--- config.mk ---
export PLATFORM = sky130hd
export DESIGN_NAME = mux4_rr_arbiter
export DESIGN_NICKNAME = d
export VERILOG_FILES = /design/src/rtl/mux4_rr_arbiter.sv
export SDC_FILE = /design/constraint.sdc
export NUM_CORES = 1
export LEC_CHECK = 0
export BUFFER_PORTS_ARGS = -buffer_cell sky130_fd_sc_hd__clkbuf_2
export CAP_MARGIN = 20
export CORE_AREA = 2 2 85 87
export CTS_BUF_LIST = sky130_fd_sc_hd__clkbuf_8
export DETAILED_ROUTE_END_ITERATION = 8
export DIE_AREA = 0 0 87 89
export GPL_ROUTABILITY_DRIVEN = 0
export PLACE_DENSITY = 0.81
export SLEW_MARGIN = 5
export SYNTH_ARGS = -nofsm -noshare
export SYNTH_HDL_FRONTEND = slang
export SYNTH_SLANG_ARGS = --single-unit
--- constraint.sdc ---
create_clock -name clk -period 2.4 [get_ports clk]
set_input_delay 0.12 -clock clk [delete_from_list [all_inputs] [get_ports clk]]
set_output_delay 0.12 -clock clk [all_outputs]
set_load 0.03 [all_outputs]
--- src/rtl/mux4_rr_arbiter.sv ---
// Round-robin arbiter for a shared 4:1 word mux.
// Grants one requester at a time, bounds tenure with a hold counter while
// others wait, and registers the selected word with a valid flag.
module mux4_rr_arbiter #(
  parameter int unsigned WORD_LENGTH = 32,
  parameter int unsigned MAX_HOLD    = 8
) (
  input  logic                   clk,
  input  logic                   reset,
  input  logic [3:0]             request,
  input  logic [WORD_LENGTH-1:0] Data_0,
  input  logic [WORD_LENGTH-1:0] Data_1,
  input  logic [WORD_LENGTH-1:0] Data_2,
  input  logic [WORD_LENGTH-1:0] Data_3,
  output logic [3:0]             grant,
  output logic [1:0]             selector,
  output logic                   busy,
  output logic [WORD_LENGTH-1:0] data_out,
  output logic                   data_valid
);

  typedef enum logic {
    IDLE  = 1'b0,
    GRANT = 1'b1
  } state_t;

  state_t                 r_state;
  logic [3:0]             r_grant;
  logic [1:0]             r_sel;
  logic [1:0]             r_ptr;
  logic [7:0]             r_hold;
  logic [WORD_LENGTH-1:0] r_data;
  logic                   r_valid;

  state_t                 w_state_nxt;
  logic [3:0]             w_grant_nxt;
  logic [1:0]             w_sel_nxt;
  logic [1:0]             w_ptr_nxt;
  logic [7:0]             w_hold_nxt;
  logic [1:0]             w_win;
  logic [1:0]             w_idx;
  logic                   w_found;
  logic                   w_others;
  logic                   w_hold_max;
  logic [WORD_LENGTH-1:0] w_mux;

  // Winner search: first set request starting at the priority pointer.
  always_comb begin
    w_win   = r_ptr;
    w_idx   = r_ptr;
    w_found = 1'b0;
    for (int unsigned i = 0; i < 4; i++) begin
      w_idx = r_ptr + 2'(i);
      if (!w_found && request[w_idx]) begin
        w_win   = w_idx;
        w_found = 1'b1;
      end
    end
  end

  assign w_others   = |(request & ~r_grant);
  assign w_hold_max = (r_hold == 8'(MAX_HOLD));

  // Next-state logic; release is checked before preemption.
  always_comb begin
    w_state_nxt = r_state;
    w_grant_nxt = r_grant;
    w_sel_nxt   = r_sel;
    w_ptr_nxt   = r_ptr;
    w_hold_nxt  = r_hold;
    case (r_state)
      IDLE: begin
        if (|request) begin
          w_state_nxt = GRANT;
          w_grant_nxt = 4'b0001 << w_win;
          w_sel_nxt   = w_win;
          w_hold_nxt  = 8'd1;
        end
      end
      GRANT: begin
        if (!request[r_sel] || (w_hold_max && w_others)) begin
          w_state_nxt = IDLE;
          w_grant_nxt = '0;
          w_ptr_nxt   = r_sel + 2'd1;
        end else if (!w_hold_max) begin
          w_hold_nxt = r_hold + 8'd1;
        end
      end
      default: begin
        w_state_nxt = IDLE;
        w_grant_nxt = '0;
      end
    endcase
  end

  // Arbitration state registers.
  always_ff @(posedge clk or negedge reset) begin
    if (!reset) begin
      r_state <= IDLE;
      r_grant <= '0;
      r_sel   <= '0;
      r_ptr   <= '0;
      r_hold  <= '0;
    end else begin
      r_state <= w_state_nxt;
      r_grant <= w_grant_nxt;
      r_sel   <= w_sel_nxt;
      r_ptr   <= w_ptr_nxt;
      r_hold  <= w_hold_nxt;
    end
  end

  // Shared 4:1 word mux driven by the registered selector.
  always_comb begin
    w_mux = Data_0;
    case (r_sel)
      2'd0:    w_mux = Data_0;
      2'd1:    w_mux = Data_1;
      2'd2:    w_mux = Data_2;
      2'd3:    w_mux = Data_3;
      default: w_mux = Data_0;
    endcase
  end

  // Output stage: capture the owner's word while a grant is active.
  always_ff @(posedge clk or negedge reset) begin
    if (!reset) begin
      r_data  <= '0;
      r_valid <= 1'b0;
    end else if (|r_grant) begin
      r_data  <= w_mux;
      r_valid <= 1'b1;
    end else begin
      r_valid <= 1'b0;
    end
  end

  assign grant      = r_grant;
  assign selector   = r_sel;
  assign busy       = (r_state == GRANT);
  assign data_out   = r_data;
  assign data_valid = r_valid;

endmodule

== After elaboration in Yosys (flattened, before gate mapping) ==
Cells that the tools add are included.

* Register bits after elaboration: 50
* Bits of input ports: 134
* Output and inout bits: 40
* Word-level logic and storage cells: 74

* Add/sub/neg operators: 5
* $lt $le $gt $ge: 5
* Equal/unequal tests: 8
* Shift-type cells: 1
* Mux-type cells: 28
* Bitwise operators: 3
* Reductions and logical operators: 17

{| class="wikitable"
|+ Operators with widths
! kind !! number
|-
| one-hot mux 32 bit (4 select lines) || 1
|-
| 2-to-1 mux 8 bit || 3
|-
| one-hot mux 8 bit (2 select lines) || 1
|-
| less-than comparator 2 x 3 -> 1 bit (second input constant) || 5
|-
| OR reduction 4 bit || 3
|-
| 2-to-1 mux 1 bit || 11
|-
| binary-select mux 1 bit (select 2 bit) || 5
|-
| adder 8 x 1 -> 8 bit (second input constant) || 1
|-
| == test 8 x 4 -> 1 bit (second input constant) || 1
|-
| 2-to-1 mux 4 bit || 2
|-
| one-hot mux 4 bit (2 select lines) || 1
|-
| 2-to-1 mux 2 bit || 3
|-
| inequality test 2 bit (second input constant) || 3
|-
| AND reduction 2 bit || 3
|-
| adder 2 x 1 -> 2 bit (second input constant) || 2
|-
| adder 2 bit (second input constant) || 2
|-
| bitwise AND 4 bit || 1
|-
| == test 2 bit (second input constant) || 2
|-
| logical AND 1 bit || 4
|-
| logical NOT 1 bit || 4
|-
| inverter 4 bit || 1
|-
| << shifter 1 x 2 -> 4 bit (first input constant) || 1
|-
| AND reduction 3 bit || 1
|-
| == test 2 x 1 -> 1 bit (second input constant) || 1
|-
| 5 further kinds || 5
|}

== Logic depth before layout (Yosys ltp) ==
Gate-level depths: netlist of run 1.

* Depth after elaboration: 15
* Depth in mapped cells: 9
* Depth with buffers taken out: 7

== Least setup slack after synthesis of run 1 ==
OpenSTA, ideal clock, no wires.

* Kind: reg-to-reg
* Start: register r_sel[1], in the netlist selector[1]
* End: register r_ptr[0]
* Setup time: 0.125 ns
* Arrival time: 1.775 ns
* Required time: 2.275 ns
* Path slack: 0.499 ns
* Stages on the path, launching flop included: 6
* Path buffers: 1
* Clock period less this slack: 1.901 ns
* Cell sequence: dfrtp_1 mux2_2 o22ai_4 nand2b_1 buf_6 mux2_4

* Longest elaborated chain between the ends: 5

{| class="wikitable"
|+ RTL lines
! element !! RTL line !! source
|-
| from (decl) || 29 || <nowiki>logic [1:0] r_sel;</nowiki>
|-
| from (signal assigned) || 107 || <nowiki>r_sel <= w_sel_nxt;</nowiki>
|-
| binary-select mux 1 bit (select 2 bit) || 81 || <nowiki>if (!request[r_sel] || (w_hold_max && w_others)) begin</nowiki>
|-
| 2-to-1 mux 1 bit (not written as such) || 81 ||
|-
| logical NOT 1 bit || 81 ||
|-
| logical OR 1 bit || 81 ||
|-
| AND reduction 2 bit (no line) || - ||
|-
| to (signal assigned) || 108 || <nowiki>r_ptr <= w_ptr_nxt;</nowiki>
|-
| to (decl) || 30 || <nowiki>logic [1:0] r_ptr;</nowiki>
|}

No other way between the ends. The select of a mux whose other input is x is not followed.
A chain may end at the register's enable or synchronous reset.

== Final worst setup path of run 1 ==
* Start: register r_hold[0]
* End: register r_ptr[0]

* Longest elaborated chain between the ends: 4

{| class="wikitable"
|+ RTL lines
! element !! RTL line !! source
|-
| from (decl) || 31 || <nowiki>logic [7:0] r_hold;</nowiki>
|-
| from (signal assigned) || 109 || <nowiki>r_hold <= w_hold_nxt;</nowiki>
|-
| == test 8 x 4 -> 1 bit || 62 || <nowiki>assign w_hold_max = (r_hold == 8'(MAX_HOLD));</nowiki>
|-
| logical AND 1 bit || 81 ||
|-
| logical OR 1 bit || 81 ||
|-
| AND reduction 2 bit (no line) || - ||
|}

No other way between the ends.

==> impl_metrics.json, run 1 <==
{
  "gr-usage-all-layers_pct": 23.5,
  "nets": 605,
  "synthTopCellsByArea": "dfrtp_1 41%, a222oi_1 11%, o211a_1 10%",
  "drc": 0,
  "min-delay-start": "Data_0[1]",
  "yosys_warnings": 0,
  "synth_fp_nets": 441,
  "seq_power_share_pct": 25.0,
  "clk_latency_ns": 0.31,
  "syn_avg_cell_area_um2": 10.1,
  "synth.distinct_cells": 41,
  "die_area_um2": 7740,
  "post_cts_buffers": 0,
  "finalCriticalPeriod_ns": 1.92,
  "antenna_cells": 0,
  "firstDrtPassIters": 7,
  "power.clock.fraction_pct": 9.5,
  "vias": 3179,
  "fin_crit_sh_pct": 79.9,
  "routed_wl_mm": 9.62,
  "min_path_type": "in -> reg",
  "final_area_um2": 4110,
  "r2r-end": "r_ptr[0]$_DFFE_PN0P_",
  "die_width_um": 87,
  "setup_viol": 0,
  "root_buffer": "clkbuf_8",
  "hpwl_mm": 7.22,
  "synth_top_area_share_pct": 41.1,
  "worstPathMaxFanout": 7,
  "power_density_nw_per_um2": 1510,
  "fillCellCount": 577,
  "crit_type": "reg -> reg",
  "synth-seq-cells": 50,
  "swShare_pct": 48.4,
  "synth_cells": 301,
  "grt_max_degree": 51,
  "hold_viol": 0,
  "htreeDepth": 2,
  "drtIter0Drc": 384,
  "antenna_found_initial": 0,
  "grt_pass1_wl_mm": 14.2,
  "rows": 30,
  "synth_enable_flop_cells": 0,
  "cts_sinks": 50,
  "holdPathStages": 3,
  "start_util_pct": 45.4,
  "drtAntennaViolNets": 0,
  "r2r_slack_ns": 0.48,
  "skew_ns": 0.0173,
  "crit_path_start_kind": "flop",
  "grt_overflow": 0,
  "cts_resized": 0,
  "cp.arrival_ns": 2.10,
  "seq_area_um2": 1250,
  "p_comb_share_pct": 65.5,
  "clockBufferDepth": 2,
  "multi_input_area_um2": 1630,
  "status": "completed",
  "cts_tree": "built",
  "maxSlewHeadroom_pct": 56.8,
  "r2r_cells": 7,
  "syn2layout_area_growth_pct": 34.9,
  "drive_above_1_share_pct": 44.2,
  "synth_area_leader_cell": "dfrtp_1",
  "fmax_ghz": 0.522,
  "numCtsBuffers": 5,
  "cellLeakagePower_nw": 2.47,
  "grt_pass1_vias": 2923,
  "synthFlopType": "dfrtp_1",
  "min_to": "data_out[1]$_DFFE_PN0P_",
  "setup.worst_path.end_class": "flop",
  "syn_area_um2": 3050,
  "wl_per_cell_um": 17.6,
  "reg2reg_from": "r_hold[0]$_DFFE_PN0P_",
  "io_buffers": 173,
  "tns_ns": 0,
  "rsz0062_at_grt": "no",
  "seq_area_frac_synth_pct": 41.1,
  "async_flop_share_pct": 100,
  "clkTransAtPathRegs_ns": 0.10,
  "ir_worst_vdd_mv": 1.02,
  "worst-slew-pin-transition_ns": 0.648,
  "maxCapViolations": 0,
  "avgViaCountPerCell": 5.82,
  "p_sw_mw": 3.01,
  "coreArea_um2": 6720,
  "io-pin-count": 174,
  "die_h_um": 89,
  "dpl_cell_area_um2": 3960,
  "required_ns": 2.58,
  "slew_violations": 0,
  "p_int_mw": 3.20
}
==> cells in the mapped netlist, types with 2 or more instances <==
| cell type | count |
|---|---|
| nand2_1 | 45 |
| o21ai_0 | 11 |
| o211a_1 | 31 |
| and2_1 | 2 |
| ha_1 | 6 |
| a21oi_1 | 2 |
| nor2b_1 | 3 |
| nor2_1 | 10 |
| clkbuf_1 | 21 |
| buf_2 | 2 |
| nand3_1 | 5 |
| a21o_1 | 31 |
| a222oi_1 | 32 |
| o32ai_1 | 2 |
| inv_1 | 9 |
| mux2_4 | 3 |
| o22ai_1 | 2 |
| buf_6 | 3 |
| xnor2_1 | 5 |
| inv_2 | 2 |
| nor4_2 | 4 |
| dfrtp_1 | 50 |
| nand2b_1 | 2 |
==> layout by cell type (no fill, tap or decap), types with 2 or more instances in the layout <==
cell type	count
clkbuf_2	173
dfrtp_1	50
nand2_1	45
a222oi_1	32
o211a_1	31
a21o_1	31
o21ai_0	11
inv_1	10
nor2_1	10
buf_4	7
ha_1	6
xnor2_1	5
nand3_1	5
clkbuf_8	5
nor4_2	4
nor2b_1	3
mux2_4	3
inv_2	2
nand2b_1	2
o22ai_1	2
and2_1	2
a21oi_1	2
o32ai_1	2
==> per-stage QoR <==
stage          setup WS [ns]  hold slack (ns)  util, %  std cells  total power [mW]
6_report               0.483            0.116     61.2        546              6.21
3_3_place_gp           0.408            0.274     59.0        536              5.50
2_1_floorplan          0.499           -0.176        -        301              4.59
3_5_place_dp           0.306            0.277     59.0        536              5.62
4_1_cts                0.303            0.107     60.8        545              6.22
5_1_grt                0.363            0.111     61.2        546              6.67
==> flip-flops by register name, indices dropped and copies added (netlist names) <==
register / count
data_out: 32
r_hold: 8
grant: 4
r_ptr: 2
selector: 2
busy: 1
data_valid: 1
==> routing by layer <==
| layer | track usage, % | routed length (um) | vias to the layer above |
|---|---|---|---|
| li1 | - | - | 1496 |
| met1 | 29.1 | 3680 | 1495 |
| met2 | 41.6 | 4930 | 174 |
| met3 | 4.89 | 835 | 14 |
| met4 | 6.53 | 176 | 0 |
| met5 | 0 | 0 | - |
==> critical path, stage by stage (launching register included) <==
cell	delay, ns
dfrtp_1	0.43
inv_1	0.07
ha_1	0.12
nor4bb_1	0.27
and4b_1	0.26
o21ai_1	0.07
nand2b_1	0.25
mux2_4	0.33
==> kinds of logic (layout without fill, tap and decap cells) <==
family	after synthesis	after routing	share of synthesized area, %
compound gates	118	118	33.7
xor+xnor	5	5	1.44
fa+ha+maj	6	6	2.46
buf+inv	37	202	5.38
flops	50	50	41.1
mux	4	4	1.85
simple gates	81	81	14.1
==> final cells by class <==
cell class / instances / area share [%]
multi-input cells: 214 / 39.7
flip-flops and latches: 50 / 30.4
repair buffers: 183 / 23.7
well taps: 80 / 2.43
clock buffers: 5 / 1.67
clock inverters: 3 / 1.00
inverters: 11 / 1.00
==> power groups by stage <==
stage | Combinational [mW] | Sequential, mW | Clock (mW)
floorplan | 2.42 | 2.16 | 0
global placement | 3.96 | 1.54 | 0
detailed placement | 4.06 | 1.56 | 0
CTS | 4.06 | 1.55 | 0.609
global route | 4.44 | 1.60 | 0.638
finish | 4.07 | 1.55 | 0.592
==> worst max path at each step <==
stage,start,endpoint,slack [ns],depth (start not counted)
final,r_hold[0]$_DFFE_PN0P_,r_ptr[0]$_DFFE_PN0P_,0.48,7
after global routing,r_hold[0]$_DFFE_PN0P_,r_ptr[0]$_DFFE_PN0P_,0.36,7
after CTS,selector[1]$_DFFE_PN0P_,data_out[3]$_DFFE_PN0P_,0.30,5
after detailed placement,selector[1]$_DFFE_PN0P_,data_out[3]$_DFFE_PN0P_,0.31,5
after global placement,selector[1]$_DFFE_PN0P_,data_out[3]$_DFFE_PN0P_,0.41,5
after floorplan,selector[1]$_DFFE_PN0P_,r_ptr[0]$_DFFE_PN0P_,0.50,5
==> what timing repair did <==
| action | 4_1_cts | 5_1_grt |
|---|---|---|
| setup endpoints to repair | 0 | 0 |
| hold endpoints to repair | 50 | 0 |
| hold buffers | 1 | 0 |
Power figures use the tool's default switching activity.
==> run 2: changes to the inputs <==
Settings changed: ABC_AREA set to 1, CORE_AREA 2 2 85 87 to 2 2 89 91, DIE_AREA 0 0 87 89 to 0 0 91 93, PLACE_DENSITY 0.81 to 0.8.
Clock period 2.4 ns to 1.8 ns, I/O delays scaled along.
==> run 2 against run 1 <==
Combinational power increased by 42%. Worst hold slack lost 0.10 ns. Clock skew decreased by 0.011 ns. Critical path type unchanged. Fmax increased by 14%. Sequential cell count unchanged. Via count is 30% higher. Largest cell class unchanged.
==> impl_metrics.json, run 2 <==
{
  "status": "completed",
  "clk_latency_ns": 0.30,
  "setup.worst_path.end_class": "flop",
  "fmax_ghz": 0.595,
  "rows": 32,
  "hold_viol": 0,
  "io-pin-count": 174,
  "drtAntennaViolNets": 0,
  "firstDrtPassIters": 5,
  "die_area_um2": 8460,
  "fin_crit_sh_pct": 93.4,
  "whs_ns": 0.0160,
  "layout_common_cells": "249 x nand2_1, 173 x clkbuf_2, 54 x nand3_1",
  "synth_top_area_share_pct": 36.7,
  "final_area_um2": 4610,
  "drtIter0Drc": 213,
  "required_ns": 1.98,
  "slowest_delay_ns": 0.67,
  "cp_num_buf_inv": 1,
  "gr-usage-all-layers_pct": 25.4,
  "cts_sinks": 50,
  "seq_area_frac_synth_pct": 36.7,
  "cp_top_family": "simple AND/OR/NAND/NOR gates",
  "place_inst": 791,
  "ir_worst_vdd_mv": 0.999,
  "r2r_slack_ns": 0.12,
  "crit_slowest_cell": "or4_2",
  "largest_reg_flops": 32,
  "synth.distinct_cells": 32,
  "slew_violations": 0,
  "power_density_nw_per_um2": 1860,
  "syn2layout_area_growth_pct": 35.2,
  "cp.arrival_ns": 1.86,
  "yosys.cell_count.top_type": "nand2_1",
  "grt_pass1_vias": 3671,
  "maxSlewHeadroom_pct": 57.5,
  "layoutNonFillerInstCount": 805,
  "antenna_cells": 0,
  "avgViaCountPerCell": 5.12,
  "cts_tree": "built",
  "cellLeakagePower_nw": 2.52,
  "min-delay-start": "Data_0[31]",
  "synth_enable_flop_cells": 0,
  "routed_wl_mm": 11.0,
  "synth_area_leader_cell": "dfrtp_1",
  "layout_commonest_cell": "nand2_1",
  "grt_pass1_wl_mm": 17.7,
  "dpl_cell_area_um2": 4440,
  "antenna_found_initial": 0,
  "reg2reg_from": "grant[0]$_DFFE_PN0P_",
  "nets": 842,
  "power_mw": 8.55,
  "worstPathMaxFanout": 35,
  "tns_ns": 0,
  "numCtsBuffers": 5,
  "worst-slew-pin-transition_ns": 0.638,
  "io_buffers": 173,
  "setup_viol": 0,
  "clkTransAtPathRegs_ns": 0.09,
  "synthFlopType": "dfrtp_1",
  "crit_type": "reg -> reg",
  "root_buffer": "clkbuf_8",
  "min_path_type": "in -> reg",
  "hpwl_mm": 8.56,
  "start_util_pct": 45.3,
  "die_width_um": 91,
  "drive_above_1_share_pct": 32.7,
  "syn_avg_cell_area_um2": 6.50,
  "drc": 0,
  "htreeDepth": 2,
  "maxCapViolations": 0,
  "synth_fp_nets": 664,
  "synth_cells": 524,
  "synth-seq-cells": 50,
  "skew_ns": 0.00601,
  "startpoint": "grant[0]$_DFFE_PN0P_",
  "clockBufferDepth": 2,
  "coreArea_um2": 7530,
  "crit_path_start_kind": "flop",
  "layout_setup_ws_ns": 0.119,
  "grt_overflow": 0,
  "path_cells": "or4_2, buf_4, nor2_1, a31oi_1",
  "yosys-top-cells-count": "251 x nand2_1, 54 x nand3_1, 50 x dfrtp_1",
  "vias": 4118,
  "yosys_warnings": 0,
  "wl_per_cell_um": 13.7,
  "pre_cts_ws_ns": 0.123,
  "synthTopCellsByArea": "dfrtp_1 37%, nand2_1 28%, nand3_1 7.9%",
  "finish.utilization_pct": 61.2,
  "syn_area_um2": 3410,
  "grt_max_degree": 51,
  "finalCriticalPeriod_ns": 1.68,
  "die_h_um": 93,
  "async_flop_share_pct": 100
}
run 2: changes by cell type in the layout (fill, tap and decap cells not counted), sizes merged, moves of 5 or more:
cell / previous run / this run
a222oi: 32 / 0
nor4: 6 / 0
a31oi: 0 / 32
nand3: 5 / 57
o211a: 31 / 0
nand2: 45 / 259
o21ai: 12 / 5
a21o: 31 / 0
nor2: 10 / 51
buf: 9 / 23
inv: 12 / 17
run 2: timing repair:
action	4_1_cts	5_1_grt
hold buffers	1	0
endpoints found under the setup margin	0	7
resized for setup	0	9
buffers inserted	0	4
endpoints found under the hold margin	50	0
run 2: tightest hold or removal path, delay by kind of cell:
family,cells,cell delay (ns)
simple gates,1,0.05
buf+inv,1,0.08
compound gates,1,0.07
run 2: kinds of logic (layout without fill, tap and decap cells):
kind of cell / Yosys count / in the layout / share of synthesized area, %
AOI/OAI and AO/OA: 42 / 42 / 7.49
xor gates and xnor gates: 5 / 5 / 1.29
adders and majority gates: 6 / 6 / 2.20
buffers and inverters: 44 / 223 / 5.69
DFF: 50 / 50 / 36.7
and+or+nand+nor: 377 / 377 / 46.6
run 2: report_power, final:
group          switching, mW  internal [mW]  leakage, nW
clock                  0.379          0.353       0.0544
combinational           3.87           1.92         1.87
sequential             0.358           1.67        0.597
run 2: final cells by class:
type / count / area (um^2)
clock buffer: 7 / 96.3
clock inverter: 1 / 8.76
fill: 745 / 2920
inverter: 18 / 75.1
multi-input combinational: 430 / 1970
sequential: 50 / 1250
tap: 102 / 128
timing repair buffer: 197 / 1070
run 2: path summary, 6_finish.rpt:
kind,depth (start not counted),to
worst max-delay path,4,data_out[30]$_DFFE_PN0P_
worst min-delay path,3,data_out[31]$_DFFE_PN0P_
worst max register to register,4,data_out[30]$_DFFE_PN0P_
worst min register to register,2,r_hold[7]$_DFFE_PN0P_
max in group asynchronous,3,selector[1]$_DFFE_PN0P_
min in group asynchronous,3,r_hold[0]$_DFFE_PN0P_
run 2: metal layers:
layer	global-route usage [%]	vias to the layer above	wire, um
li1	-	2057	-
met2	45.4	149	5640
met1	32.0	1898	4500
met4	6.44	0	158
met3	4.19	14	744
met5	0	-	0
